[config.mk]
export PLATFORM = sky130hd
export DESIGN_NAME = ftc_skid_stage
export DESIGN_NICKNAME = d
export VERILOG_FILES = /design/src/rtl/ftc_skid_stage.sv
export SDC_FILE = /design/constraint.sdc
export NUM_CORES = 1
export LEC_CHECK = 0
export CORE_UTILIZATION = 49
export DETAILED_ROUTE_END_ITERATION = 6
export PLACE_DENSITY = 0.86
export SETUP_SLACK_MARGIN = 0.05
export SLEW_MARGIN = 40
export SYNTH_ARGS = -nofsm -noshare
export SYNTH_HDL_FRONTEND = slang
export SYNTH_SLANG_ARGS = --single-unit
[constraint.sdc]
create_clock -name clk -period 9.4 [get_ports clk]
set_input_delay 1.88 -clock clk [delete_from_list [all_inputs] [get_ports clk]]
set_output_delay 1.88 -clock clk [all_outputs]
set_load 0.05 [all_outputs]
[src/rtl/ftc_skid_stage.sv]
// Two-entry skid stage for the FTC token path: a head register drives the outputs and a
// skid register absorbs one extra token. Define FTC_SKID_TOKCNT_EN to build the delivery counter.
module ftc_skid_stage #(
    parameter int NODE_W = 16,
    parameter int GEN_W  = 12,
    parameter int OPR_W  = 32
) (
    input  logic              clk,
    input  logic              rst,
    input  logic              in_valid,
    output logic              in_ready,
    input  logic [NODE_W-1:0] node_i,
    input  logic [GEN_W-1:0]  gen_i,
    input  logic [OPR_W-1:0]  opr0_i,
    input  logic [OPR_W-1:0]  opr1_i,
    input  logic [1:0]        mem_wen_i,
    output logic              out_valid,
    input  logic              out_ready,
    output logic [NODE_W-1:0] node_o,
    output logic [GEN_W-1:0]  gen_o,
    output logic [OPR_W-1:0]  opr0_o,
    output logic [OPR_W-1:0]  opr1_o,
    output logic [1:0]        mem_wen_o,
    output logic              w_en_cex_o,
    output logic [1:0]        occ_o,
    output logic [15:0]       tok_cnt_o
);

    // State encoding doubles as the occupancy count.
    localparam logic [1:0] S_EMPTY = 2'd0;
    localparam logic [1:0] S_ONE   = 2'd1;
    localparam logic [1:0] S_FULL  = 2'd2;
    localparam logic [1:0] MW_INS  = 2'b10;

    logic [1:0]        r_state;
    logic              r_in_rdy;

    logic [NODE_W-1:0] r_hd_node;
    logic [GEN_W-1:0]  r_hd_gen;
    logic [OPR_W-1:0]  r_hd_opr0;
    logic [OPR_W-1:0]  r_hd_opr1;
    logic [1:0]        r_hd_mw;

    logic [NODE_W-1:0] r_sk_node;
    logic [GEN_W-1:0]  r_sk_gen;
    logic [OPR_W-1:0]  r_sk_opr0;
    logic [OPR_W-1:0]  r_sk_opr1;
    logic [1:0]        r_sk_mw;

    logic              w_out_vld;
    logic              w_acc;
    logic              w_del;
    logic [1:0]        w_nxt_state;
    logic              w_ld_hd_in;
    logic              w_ld_hd_sk;
    logic              w_ld_sk;

    assign w_out_vld = (r_state != S_EMPTY);
    assign w_acc     = in_valid & r_in_rdy;
    assign w_del     = w_out_vld & out_ready;

    always_comb begin
        w_nxt_state = r_state;
        w_ld_hd_in  = 1'b0;
        w_ld_hd_sk  = 1'b0;
        w_ld_sk     = 1'b0;
        case (r_state)
            S_EMPTY: begin
                if (w_acc) begin
                    w_nxt_state = S_ONE;
                    w_ld_hd_in  = 1'b1;
                end
            end
            S_ONE: begin
                case ({w_acc, w_del})
                    2'b10: begin
                        w_nxt_state = S_FULL;
                        w_ld_sk     = 1'b1;
                    end
                    2'b01: w_nxt_state = S_EMPTY;
                    2'b11: w_ld_hd_in = 1'b1;
                    default: w_nxt_state = S_ONE;
                endcase
            end
            S_FULL: begin
                // in_ready is low here, so only a delivery can happen.
                if (w_del) begin
                    w_nxt_state = S_ONE;
                    w_ld_hd_sk  = 1'b1;
                end
            end
            default: w_nxt_state = S_EMPTY;
        endcase
    end

    always_ff @(posedge clk or negedge rst) begin
        if (!rst) begin
            r_state  <= S_EMPTY;
            r_in_rdy <= 1'b0;
        end else begin
            r_state  <= w_nxt_state;
            r_in_rdy <= (w_nxt_state != S_FULL);
        end
    end

    // Head fields are cleared in reset so the outputs read zero while rst is low.
    always_ff @(posedge clk or negedge rst) begin
        if (!rst) begin
            r_hd_node <= '0;
            r_hd_gen  <= '0;
            r_hd_opr0 <= '0;
            r_hd_opr1 <= '0;
            r_hd_mw   <= '0;
        end else if (w_ld_hd_in) begin
            r_hd_node <= node_i;
            r_hd_gen  <= gen_i;
            r_hd_opr0 <= opr0_i;
            r_hd_opr1 <= opr1_i;
            r_hd_mw   <= mem_wen_i;
        end else if (w_ld_hd_sk) begin
            r_hd_node <= r_sk_node;
            r_hd_gen  <= r_sk_gen;
            r_hd_opr0 <= r_sk_opr0;
            r_hd_opr1 <= r_sk_opr1;
            r_hd_mw   <= r_sk_mw;
        end
    end

    always_ff @(posedge clk) begin
        if (w_ld_sk) begin
            r_sk_node <= node_i;
            r_sk_gen  <= gen_i;
            r_sk_opr0 <= opr0_i;
            r_sk_opr1 <= opr1_i;
            r_sk_mw   <= mem_wen_i;
        end
    end

`ifdef FTC_SKID_TOKCNT_EN
    logic [15:0] r_tok_cnt;

    always_ff @(posedge clk or negedge rst) begin
        if (!rst) begin
            r_tok_cnt <= '0;
        end else if (w_del) begin
            r_tok_cnt <= r_tok_cnt + 16'd1;
        end
    end

    assign tok_cnt_o = r_tok_cnt;
`else
    assign tok_cnt_o = '0;
`endif

    assign in_ready   = r_in_rdy;
    assign out_valid  = w_out_vld;
    assign occ_o      = r_state;
    assign node_o     = r_hd_node;
    assign gen_o      = r_hd_gen;
    assign opr0_o     = r_hd_opr0;
    assign opr1_o     = r_hd_opr1;
    assign mem_wen_o  = r_hd_mw;
    assign w_en_cex_o = ~(w_out_vld && (r_hd_mw == MW_INS));

endmodule

==> flow_results.xml, run 1 <==
<?xml version="1.0" encoding="UTF-8"?>
<metrics>
  <group name="sta">
    <metric name="drv_slew" unit="">0</metric>
    <metric name="clock.fmax" unit="GHz">0.2464</metric>
    <metric name="accumulated_negative_setup_slack" unit="ns">0</metric>
    <metric name="fin_crit_sh" unit="%">43.18</metric>
    <metric name="timing_worst_slew_pin_value" unit="ns">0.7806</metric>
    <metric name="slew_headroom" unit="%">47.96</metric>
    <metric name="finalSetupViolations" unit="">0</metric>
    <metric name="finalWorstSetupSlack" unit="ns">5.342</metric>
    <metric name="finalHoldViolCount" unit="">0</metric>
    <metric name="rsz0062_at_grt" unit="">false</metric>
    <metric name="worst_clock_skew" unit="ns">0.01152</metric>
    <metric name="final_period_minus_worst_setup_slack" unit="ns">4.058</metric>
  </group>
  <group name="synth">
    <metric name="summed_instance_area_of_the_synthesized_netlist" unit="um^2">8014</metric>
    <metric name="syn-mean-instance-area" unit="um^2">18.59</metric>
    <metric name="synth_cell_type_count" unit="">21</metric>
    <metric name="synth-seq-cells" unit="">191</metric>
    <metric name="yosysWarnings" unit="">0</metric>
    <metric name="syn_inst" unit="">431</metric>
    <metric name="synth_sequential_area_ratio" unit="%">65.51</metric>
  </group>
  <group name="global_route">
    <metric name="vias_in_the_first_global_route" unit="">4522</metric>
    <metric name="grt_overflow" unit="">0</metric>
    <metric name="track_usage" unit="%">19.29</metric>
    <metric name="grt_first_pass_wirelength" unit="mm">24.12</metric>
    <metric name="antenna_found_initial" unit="">0</metric>
    <metric name="grt_start_max_net_pins" unit="">81</metric>
  </group>
  <group name="cells_and_area">
    <metric name="layout_common_cells" unit="">clkdlybuf4s50_1, mux2_2, dfrtp_1</metric>
    <metric name="multi_input_area" unit="um^2">2521</metric>
    <metric name="fillerInstances" unit="">1093</metric>
    <metric name="mostFrequentLayoutCell" unit="">clkdlybuf4s50_1</metric>
    <metric name="area_growth_syn_to_layout" unit="%">33.22</metric>
    <metric name="final_layout_size_suffix_gt1_share" unit="%">35.61</metric>
    <metric name="number_of_diodes_added_for_antenna_fixing" unit="">0</metric>
    <metric name="layout.area.seq" unit="um^2">5250</metric>
    <metric name="final_design_instance_area_without_fill" unit="um^2">10680</metric>
    <metric name="final_nets" unit="">728</metric>
  </group>
  <group name="clock_network">
    <metric name="numClockSinks" unit="">191</metric>
    <metric name="clock_insertion_delay_worst_skew" unit="ns">0.43</metric>
    <metric name="cts_buffers" unit="">17</metric>
    <metric name="cts.clk_slew.worst_paths" unit="ns">0.07</metric>
    <metric name="postCtsHoldBufs" unit="">0</metric>
    <metric name="postCtsResizedCells" unit="">0</metric>
    <metric name="cts.htree.levels" unit="">4</metric>
    <metric name="cts_setup_buffers" unit="">0</metric>
    <metric name="clock-root-buffer" unit="">clkbuf_16</metric>
    <metric name="cts_tree" unit="">done</metric>
    <metric name="clockBufferDepth" unit="">2</metric>
  </group>
  <group name="critical_path">
    <metric name="crit_type" unit="">reg -&gt; out</metric>
    <metric name="timing.critical_path.from_type" unit="">register</metric>
    <metric name="timing.critical_path.to_type" unit="">output port</metric>
    <metric name="critical_path_peak_fanout" unit="">9</metric>
    <metric name="cp.required" unit="ns">7.52</metric>
    <metric name="reg2reg_setup_slack" unit="ns">7.01</metric>
    <metric name="arrival" unit="ns">2.18</metric>
    <metric name="worst_r2r_path_depth" unit="">5</metric>
  </group>
  <group name="placed_design">
    <metric name="routabilityCongestion" unit="">0.7624</metric>
    <metric name="place.detailed.hpwl" unit="mm">10.27</metric>
    <metric name="placed_inst_area" unit="um^2">10050</metric>
    <metric name="port_buffers" unit="">196</metric>
    <metric name="pre_cts_ws" unit="ns">4.947</metric>
  </group>
  <group name="route">
    <metric name="drt_wl_total" unit="mm">15.51</metric>
    <metric name="dr.pass1.iters" unit="">4</metric>
    <metric name="met3WireLength" unit="mm">1.207</metric>
    <metric name="dr.first_iter.drc_count" unit="">156</metric>
    <metric name="drt-met1-wl" unit="mm">6.286</metric>
    <metric name="met2RoutedLength" unit="mm">7.822</metric>
    <metric name="detail-route-antenna-nets" unit="">0</metric>
    <metric name="top_signal_layer_used" unit="">met4</metric>
    <metric name="vias" unit="">4263</metric>
    <metric name="routedWlPerCell" unit="um">18.05</metric>
    <metric name="route.detailed.vias_per_inst" unit="">4.963</metric>
    <metric name="route.detailed.drc" unit="">0</metric>
  </group>
  <group name="floorplanning">
    <metric name="floorplan.initialDensity" unit="%">50.27</metric>
    <metric name="die_h" unit="um">129.9</metric>
    <metric name="design.die.area" unit="um^2">16870</metric>
    <metric name="io-pin-count" unit="">213</metric>
    <metric name="placementRows" unit="">46</metric>
    <metric name="core" unit="um^2">15940</metric>
    <metric name="die_span_x" unit="um">129.9</metric>
  </group>
  <group name="hold_path">
    <metric name="hold_class" unit="">reg -&gt; reg</metric>
    <metric name="timing.hold.worst_path_depth" unit="">1</metric>
  </group>
  <group name="power">
    <metric name="max-vdd-ir-drop" unit="V">0.0002543</metric>
    <metric name="power_leakage" unit="nW">4.265</metric>
    <metric name="power-per-cell-area" unit="nW/um^2">373.8</metric>
  </group>
  <group name="run">
    <metric name="timing.max_cap.violations" unit="">0</metric>
  </group>
  <group name="run_status">
    <metric name="outcome" unit="">complete, no violations</metric>
  </group>
</metrics>
cell families after synthesis:
kind of cell,Yosys count,synth area share (%)
other,1,0.04679
multiplexers,189,29.35
AO/OA/AOI/OAI,2,0.1718
flip-flops,191,65.51
buffers and inverters,37,4.044
AND/OR/NAND/NOR,11,0.8744
critical path, stage by stage (launching register included):
cell and delay, ns:
dfrtp_1 0.51, or2_2 0.35, nand3b_1 0.09, clkdlybuf4s50_1 0.80
flip-flops by register name, summed over array words and instances, names as in the netlist:
name,count
r_sk_node,16
r_sk_opr1,32
gen_o,12
occ_o,2
r_sk_mw,2
mem_wen_o,2
opr1_o,32
node_o,16
r_sk_gen,12
r_sk_opr0,32
opr0_o,32
in_ready,1
final cells by class:
type	count	area share, %
flip-flops and latches	191	49.17
multi-input cells	218	23.61
repair buffers	202	19.09
clock buffers	20	4.090
well taps	216	2.531
clock inverters	12	1.500
Yosys cell counts:
cell        n  area, um^2
buf_8       1       15.01
nand3b_1    1       7.510
nand3b_2    1       11.26
nor2_1      1       3.750
buf_4      17       127.6
nor3b_1     2       15.01
buf_2      10       50.05
buf_12      6       120.1
clkbuf_1    3       11.26
nand2_1     2       7.510
or3_1       1       6.260
o22ai_1     1       6.260
or2_2       2       12.51
mux2_2    128        1441
mux2_4     60       900.9
conb_1      1       3.750
nor2b_1     1       6.260
dfrtp_1    97        2427
mux2i_1     1       10.01
edfxtp_1   94        2823
o21a_1      1       7.510
through the flow:
step / power, mW / utilization (%) / hold WS, ns / instances
final: 3.990 / 66.97 / 0.5461 / 859
after global routing: 4.158 / 66.97 / 0.5941 / 859
after CTS: 4.023 / 66.78 / 0.5507 / 858
after detailed placement: 3.289 / 63.04 / 0.5392 / 826
after global placement: 3.237 / 62.97 / 0.5358 / 826
after floorplan: 2.705 / - / 0.5781 / 446
final timing paths:
| check | from | end |
|---|---|---|
| min in group asynchronous | rst | node_o[10]$_DFFE_PN0P_ |
| max | occ_o[1]$_DFF_PN0_ | w_en_cex_o |
| max in group asynchronous | rst | opr1_o[18]$_DFFE_PN0P_ |
| min | occ_o[0]$_DFF_PN0_ | occ_o[0]$_DFF_PN0_ |
| max reg2reg | occ_o[0]$_DFF_PN0_ | node_o[8]$_DFFE_PN0P_ |
| min reg2reg | occ_o[0]$_DFF_PN0_ | occ_o[0]$_DFF_PN0_ |
per-layer routing:
| metal | up-vias | GRT usage (%) |
|---|---|---|
| met3 | 16 | 6.929 |
| met5 | - | 0 |
| met4 | 0 | 6.635 |
| li1 | 1964 | - |
| met1 | 2131 | 23.81 |
| met2 | 152 | 31.52 |
power breakdown:
part	leakage, nW	total [mW]	internal (mW)	switching [mW]
Sequential	1.99	1.28	1.15	0.134
Combinational	1.99	1.99	0.851	1.14
Clock	0.289	0.719	0.421	0.298
Total	4.27	3.99	2.42	1.57
Note: power is estimated with default switching activity, not from simulation.
==> run 2, diff against run 1 <==
Settings changed: CORE_UTILIZATION 49 to 44, PLACE_DENSITY 0.86 to 0.81.
Clock period 9.4 ns to 3.5 ns, I/O delays scaled along.
==> flow_results.xml, run 2 (synthesis gave the netlist of run 1 again) <==
<?xml version="1.0" encoding="UTF-8"?>
<metrics>
  <group name="route">
    <metric name="route.detailed.drc" unit="">0</metric>
    <metric name="vias" unit="">4287</metric>
    <metric name="dr.first_iter.drc_count" unit="">217</metric>
    <metric name="drt_wl_total" unit="mm">15.93</metric>
    <metric name="detail-route-antenna-nets" unit="">0</metric>
    <metric name="routedWlPerCell" unit="um">18.31</metric>
    <metric name="route.detailed.vias_per_inst" unit="">4.928</metric>
    <metric name="dr.pass1.iters" unit="">4</metric>
  </group>
  <group name="hold_path">
    <metric name="hold_class" unit="">in -&gt; async</metric>
  </group>
  <group name="clock_network">
    <metric name="clock_insertion_delay_worst_skew" unit="ns">0.42</metric>
    <metric name="cts_tree" unit="">done</metric>
    <metric name="postCtsHoldBufs" unit="">0</metric>
    <metric name="cts.clk_slew.worst_paths" unit="ns">0.07</metric>
    <metric name="cts_setup_buffers" unit="">0</metric>
    <metric name="clockBufferDepth" unit="">2</metric>
    <metric name="clock-root-buffer" unit="">clkbuf_16</metric>
    <metric name="cts_buffers" unit="">17</metric>
    <metric name="cts.htree.levels" unit="">4</metric>
    <metric name="postCtsResizedCells" unit="">0</metric>
    <metric name="numClockSinks" unit="">191</metric>
  </group>
  <group name="global_route">
    <metric name="grt_start_max_net_pins" unit="">63</metric>
    <metric name="grt_first_pass_wirelength" unit="mm">24.96</metric>
    <metric name="antenna_found_initial" unit="">0</metric>
    <metric name="track_usage" unit="%">17.77</metric>
    <metric name="grt_overflow" unit="">0</metric>
    <metric name="vias_in_the_first_global_route" unit="">4694</metric>
  </group>
  <group name="critical_path">
    <metric name="critical_path_peak_fanout" unit="">9</metric>
    <metric name="timing.critical_path.to_type" unit="">output port</metric>
    <metric name="regToRegStartpoint" unit="">occ_o[1]$_DFF_PN0_</metric>
    <metric name="timing.critical_path.from_type" unit="">register</metric>
    <metric name="startpoint" unit="">occ_o[1]$_DFF_PN0_</metric>
    <metric name="crit_type" unit="">reg -&gt; out</metric>
    <metric name="worst_r2r_path_depth" unit="">4</metric>
    <metric name="cp.required" unit="ns">2.80</metric>
    <metric name="arrival" unit="ns">2.20</metric>
  </group>
  <group name="sta">
    <metric name="final_period_minus_worst_setup_slack" unit="ns">2.896</metric>
    <metric name="fin_crit_sh" unit="%">82.73</metric>
    <metric name="rsz0062_at_grt" unit="">false</metric>
    <metric name="clock.fmax" unit="GHz">0.3454</metric>
    <metric name="finalSetupViolations" unit="">0</metric>
    <metric name="slew_headroom" unit="%">62.68</metric>
    <metric name="drv_slew" unit="">0</metric>
    <metric name="worst_clock_skew" unit="ns">0.007756</metric>
    <metric name="finalHoldViolCount" unit="">0</metric>
    <metric name="timing_worst_slew_pin_value" unit="ns">0.5580</metric>
    <metric name="finalWorstSetupSlack" unit="ns">0.6044</metric>
  </group>
  <group name="placed_design">
    <metric name="pre_cts_ws" unit="ns">0.6572</metric>
    <metric name="place.detailed.hpwl" unit="mm">10.70</metric>
    <metric name="routabilityCongestion" unit="">0.7286</metric>
    <metric name="cell_count_after_placement" unit="">837</metric>
    <metric name="port_buffers" unit="">196</metric>
  </group>
  <group name="power">
    <metric name="power_leakage" unit="nW">4.314</metric>
    <metric name="power-per-cell-area" unit="nW/um^2">1001</metric>
    <metric name="max-vdd-ir-drop" unit="V">0.0006318</metric>
    <metric name="power.total" unit="mW">10.80</metric>
  </group>
  <group name="floorplanning">
    <metric name="die_h" unit="um">137.0</metric>
    <metric name="floorplan.initialDensity" unit="%">45.70</metric>
    <metric name="die_span_x" unit="um">137.0</metric>
    <metric name="design.die.area" unit="um^2">18760</metric>
    <metric name="placementRows" unit="">48</metric>
    <metric name="core" unit="um^2">17540</metric>
    <metric name="io-pin-count" unit="">213</metric>
  </group>
  <group name="run">
    <metric name="timing.max_cap.violations" unit="">0</metric>
  </group>
  <group name="cells_and_area">
    <metric name="multi_input_area" unit="um^2">2536</metric>
    <metric name="finalNonFillerCells" unit="">870</metric>
    <metric name="area_growth_syn_to_layout" unit="%">34.69</metric>
    <metric name="number_of_diodes_added_for_antenna_fixing" unit="">0</metric>
    <metric name="fillerInstances" unit="">1285</metric>
    <metric name="layout.area.seq" unit="um^2">5253</metric>
    <metric name="final_layout_size_suffix_gt1_share" unit="%">36.74</metric>
    <metric name="final_nets" unit="">730</metric>
    <metric name="layout_common_cells" unit="">clkdlybuf4s50_1, mux2_2, dfrtp_1</metric>
    <metric name="mostFrequentLayoutCell" unit="">clkdlybuf4s50_1</metric>
    <metric name="finish.utilization" unit="%">61.55</metric>
  </group>
  <group name="run_status">
    <metric name="outcome" unit="">complete, no violations</metric>
  </group>
</metrics>
==> run 2: changes by cell type in the layout (fill, tap and decap cells not counted), moves of 2 or more <==
cell / change
buf_12: +7
clkinv_4: -2
clkbuf_1: -2
dfrtp_2: +2
dfrtp_1: -2
clkbuf_8: +2
buf_6: -2
==> run 2: layout make-up <==
type,count,area share [%]
Tap cell,225,2.608
Clock inverter,10,1.124
Sequential cell,191,48.66
Timing Repair Buffer,204,19.52
Multi-Input combinational cell,218,23.50
Clock buffer,22,4.590
==> run 2: layer usage <==
layer / share of wire [%] / global-route usage [%]
met4: 1.2 / 5.678
met1: 43 / 21.78
met3: 8.2 / 6.481
met2: 48 / 29.07
met5: 0 / 0
==> run 2: worst max-delay path, stage by stage, from the launching register on <==
cell and delay [ns]:
dfrtp_1 0.50, or2_2 0.35, nand3b_1 0.09, clkdlybuf4s50_1 0.82
==> run 2: power by group <==
part           internal [mW]  switching, mW  leakage (nW)
clock network           1.16          0.829         0.303
logic                   2.31           3.07          2.02
registers               3.08          0.358          1.99
total                   6.54           4.26          4.31
==> run 2: per-stage QoR <==
stage          hold WS, ns  instance area [um^2]  TNS, ns
6_report            0.1882                 10790        0
3_5_place_dp        0.5220                 10160        0
4_1_cts             0.3666                 10770        0
3_3_place_gp        0.4952                 10160        0
5_1_grt             0.2011                 10790        0
2_1_floorplan       0.4044                  8099   -18.12
==> run 2: path summary, 6_finish.rpt <==
check,endpoint,slack (ns)
hold reg to reg,occ_o[0]$_DFF_PN0_,0.54
min in group clk,occ_o[0]$_DFF_PN0_,0.54
setup reg to reg,gen_o[9]$_DFFE_PN0P_,1.47
max in group asynchronous,opr0_o[22]$_DFFE_PN0P_,2.47
hold / removal,gen_o[5]$_DFFE_PN0P_,0.19
setup / recovery,w_en_cex_o,0.60
